### src/rtl/rom_template_matcher.sv
// rom_template_matcher: SAD of a template ROM scan against a valid/ready sample stream.
// Define TMPL_MATCH_THRESH_EN to add the threshold input and registered match output.
module rom_template_matcher #(
  parameter int ADDR_WIDTH  = 11,
  parameter int DATA_WIDTH  = 8,
  parameter int RD_LATENCY  = 1,
  parameter int SCORE_WIDTH = ADDR_WIDTH + DATA_WIDTH
) (
  input  logic                   clk,
  input  logic                   rst,
  input  logic                   start,
  output logic                   busy,
  input  logic [DATA_WIDTH-1:0]  sample_data,
  input  logic                   sample_valid,
  output logic                   sample_ready,
  output logic [ADDR_WIDTH-1:0]  rom_addr,
  input  logic [DATA_WIDTH-1:0]  rom_rd_data,
  output logic [SCORE_WIDTH-1:0] score,
  output logic                   done
`ifdef TMPL_MATCH_THRESH_EN
  ,
  input  logic [SCORE_WIDTH-1:0] threshold,
  output logic                   match
`endif
);
  typedef enum logic [1:0] {IDLE, WAIT, ACCEPT, FIN} state_t;
  state_t state, state_nx;
  logic [1:0] wcnt;
  logic [SCORE_WIDTH-1:0] acc, acc_nx;
  logic [DATA_WIDTH:0] diff;
  logic [DATA_WIDTH-1:0] mag;
  logic hs, last;
  assign sample_ready = state == ACCEPT;
  always_comb begin
    diff = {1'b0, sample_data} - {1'b0, rom_rd_data};
    mag = diff[DATA_WIDTH] ? DATA_WIDTH'(-diff) : diff[DATA_WIDTH-1:0];
    hs = sample_ready & sample_valid;
    last = &rom_addr;
    acc_nx = acc + SCORE_WIDTH'(mag);
    state_nx = state == IDLE   ? (start ? WAIT : IDLE)
             : state == WAIT   ? (wcnt == 2'd1 ? ACCEPT : WAIT)
             : state == ACCEPT ? (hs ? (last ? FIN : WAIT) : ACCEPT)
             : IDLE;
  end
  always_ff @(posedge clk or posedge rst)
    if (rst) state <= IDLE;
    else state <= state_nx;
  // rom_addr doubles as the sample index; holding it keeps rom_rd_data stable during stalls
  always_ff @(posedge clk or posedge rst) begin
    if (rst) begin
      busy <= 1'b0;
      done <= 1'b0;
      rom_addr <= '0;
      score <= '0;
      acc <= '0;
      wcnt <= '0;
    end else begin
      done <= 1'b0;
      if (state == IDLE && start) begin
        busy <= 1'b1;
        rom_addr <= '0;
        acc <= '0;
        wcnt <= 2'(RD_LATENCY);
      end
      if (state == WAIT) wcnt <= wcnt - 2'd1;
      if (hs) begin
        acc <= acc_nx;
        if (last) begin
          score <= acc_nx;
          done <= 1'b1;
          busy <= 1'b0;
        end else begin
          rom_addr <= rom_addr + ADDR_WIDTH'(1);
          wcnt <= 2'(RD_LATENCY);
        end
      end
    end
  end
`ifdef TMPL_MATCH_THRESH_EN
  always_ff @(posedge clk or posedge rst)
    if (rst) match <= 1'b0;
    else if (state == IDLE && start) match <= 1'b0;
    else if (hs && last) match <= acc_nx <= threshold;
`endif
endmodule

### config.mk
export PLATFORM = sky130hd
export DESIGN_NAME = rom_template_matcher
export DESIGN_NICKNAME = d
export VERILOG_FILES = /design/src/rtl/rom_template_matcher.sv
export SDC_FILE = /design/constraint.sdc
export NUM_CORES = 1
export LEC_CHECK = 0
export ABC_AREA = 0
export CAP_MARGIN = 10
export CORE_ASPECT_RATIO = 0.6
export CORE_MARGIN = 4
export CORE_UTILIZATION = 40
export DETAILED_ROUTE_END_ITERATION = 7
export GPL_ROUTABILITY_DRIVEN = 0
export SLEW_MARGIN = 40
export SYNTH_ARGS = -nofsm -noshare
export SYNTH_HDL_FRONTEND = slang
export SYNTH_SLANG_ARGS = --single-unit
### constraint.sdc
create_clock -name clk -period 2.9 [get_ports clk]
set_input_delay 0.58 -clock clk [delete_from_list [all_inputs] [get_ports clk]]
set_output_delay 0.58 -clock clk [all_outputs]
set_load 0.1 [all_outputs]
==> run metrics <==
status=complete, but fails checks; failing checks=setup timing; initial antenna violation count=0; top cells by area, synth=dfrtp_1, ha_1, o21ai_0, nand2_1, xnor2_1; layout cells sized above 1=0.351; post-synth top area share=0.409; area leader, netlist=dfrtp_1; R2R setup slack=650 ps; HPWL after DPL=6830 um; IR drop worst, VDD=about 440 uV; worst hold start=acc[17]; Post-synth top cells=dfrtp_1, o21ai_0, nand2_1; Clock Skews=roughly 3.4 ps; WL per Instance=16.4 um; Critical Path Source Type=primary input; fin crit share=1.30; CTS Buf Count=5; P per Cell Area=slightly below 800 nW/um^2; leakage=~2.2 nW; Gate power share=0.595; H-tree Lvls=2; top-count cell post-synth=dfrtp_1; 1st-iter DRT viols=195; TritonCTS Sinks=55; Layout area overhead=45.9%; FF/Latch Area=1380 um^2; vias in the first global route=3,090; EDFF count, synth=0; port buffer count=52; Setup TNS=-23,890 ps; post-synth design cell area=3370 um^2; final setup violation count=35; reg2reg start=acc[0]; CTS Buffer Depth=2; Slew @ Worst Pin=706 ps; DRC viols=0; Mean Syn Cell Area=9.07 um^2; pin count of the biggest net entering global routing=56; synthesized flop and latch total=between 50 and 60; WHS=~450 ps; routed vias/inst=5.35; worst hold path type=flip-flop to flip-flop; Vias=3,135; GR Overflow Total=0; first-pass GRT wire length=15,600 um; Pre-antenna DRT Iters=4; worst slack, placed=-1680 ps; CP startpoint=rom_rd_data[3]; YS warnings=0; synthesized instance count=371; prevailing post-synth register cell=dfrtp_1; Multi-input gate area=2250 um^2; final wirelength=a little under 10,000 um; Flop pwr share=0.250; GRT Overall Usage=0.191; Pint=0.00230 W; DRT antenna net count=0; clk_lat worst skew=slightly below 300 ps; Slew HR=0.529; clk root buf=clkbuf_16; CTS tree=done; syn_nets=413; asr flop ratio synth=1.00; RSZ-0062 raised after global routing=true; largest fanout on the critical path=14; Final #Nets=519; Hold Fails Final Rpt=0; Clock power frac=0.155; Starting Density=0.419; WS Path Type=primary input to flip-flop; post-synthesis sequential area ratio=0.409; MaxCap Viol Count=0; placement row count=25; Max Transition Viols Final=0; final worst slack=-869 ps; Yosys cell types=56; die width=~130 um; I/O pin cnt=53; ANT cells=0; Worst-path clk slew=70 ps; DIE AREA=9990 um^2; Final min period=3770 ps; CP endpoint kind=flip-flop; core area=8040 um^2; Die H=79.1 um; Fillers=between 600 and 700; Max Clock Freq=265 MHz; Psw=about 0.0016 W; required time of the critical path=approximately 3100 ps; Sw Share=0.410; CP arrival=about 4000 ps
-- critical path: stages --
cell             delay, ps
clkdlybuf4s50_1        460
inv_1                   60
ha_4                   220
buf_4                  130
o21ai_0                110
a21oi_2                100
o31ai_2                260
buf_4                  170
a21oi_1                 60
xnor2_1                260
xnor2_1                150
ha_1                   390
buf_6                  130
a31oi_4                 90
buf_12                 160
or4_1                  500
a31oi_1                130
-- stage by stage --
| step | cell area, um^2 | std cells | total power [W] | util |
|---|---|---|---|---|
| after global routing | 4910 | 586 | 0.00412 | 0.611 |
| after detailed placement | 4280 | 564 | 0.00259 | 0.533 |
| after global placement | 4280 | 564 | 0.00255 | 0.533 |
| after floorplan | 3440 | 371 | 0.00198 | - |
| after CTS | 4710 | 579 | 0.00359 | 0.586 |
| final | 4910 | 586 | 0.00390 | 0.611 |
-- worst paths after layout --
kind	end	depth (start not counted)
max in group asynchronous	score[5]	3
min reg2reg	acc[17]	1
min	acc[17]	1
max	score[16]	17
min in group asynchronous	score[18]	3
max reg2reg	score[14]	10
-- power by group through the flow --
stage,clock network (W),registers [W],logic (W)
after detailed placement,0,0.000977,0.00161
after global routing,0.000651,0.000987,0.00248
after global placement,0,0.000971,0.00158
after CTS,0.000616,0.000969,0.00200
after floorplan,0,0.00101,0.000970
final,0.000603,0.000975,0.00232
-- cell families (layout without fill, tap and decap cells) --
| logic type | Yosys count | count (layout) | synth area share |
|---|---|---|---|
| and+or+nand+nor | 119 | 119 | 0.169 |
| AOI/OAI and AO/OA | 118 | 118 | 0.228 |
| DFF | 55 | 55 | 0.409 |
| buffers and inverters | 32 | 139 | 0.0416 |
| xor gates and xnor gates | 23 | 23 | 0.0599 |
| adders and majority gates | 22 | 22 | 0.0862 |
| muxes | 2 | 2 | 0.00632 |
-- registers in the layout, summed over array words and instances, names as in the netlist --
register  flops
acc          19
score        19
rom_addr     11
state         2
wcnt          2
busy          1
done          1
-- cell type report --
| cell class | count | area share |
|---|---|---|
| Sequential cell | 55 | 0.280 |
| Timing Repair Buffer | 110 | 0.185 |
| Inverter | 21 | 0.0186 |
| Clock inverter | 3 | 0.00382 |
| Multi-Input combinational cell | 284 | 0.459 |
| Tap cell | 108 | 0.0275 |
| Clock buffer | 5 | 0.0255 |
-- timing repair --
item | 4_1_cts | 5_1_grt
endpoints found under the setup margin | 36 | 36
pin swaps | 34 | 24
hold buffers | 0 | 0
buffers inserted | 8 | 7
resized for setup | 67 | 31
-- per-layer routing --
metal | global-route usage | part of all wire | vias up
li1 | - | - | 1538
met1 | 0.298 | 0.52 | 1524
met2 | 0.271 | 0.43 | 71
met3 | 0.0450 | 0.045 | 2
met4 | 0.0246 | 0.0015 | 0
met5 | 0 | 0 | -
-- layout by cell type (no fill, tap or decap), drive strengths merged, types with 7 or more instances in the layout --
| cell | instances |
|---|---|
| buf | 93 |
| dfrtp | 55 |
| o21ai | 47 |
| nand2 | 45 |
| nor2 | 28 |
| inv | 22 |
| ha | 20 |
| a21oi | 16 |
| a31oi | 15 |
| xnor2 | 15 |
| clkdlybuf4s50 | 13 |
| xor2 | 8 |
| nand4 | 7 |
| a21o | 7 |
| nand3 | 7 |
| or3 | 7 |
Power figures use the tool's default switching activity.
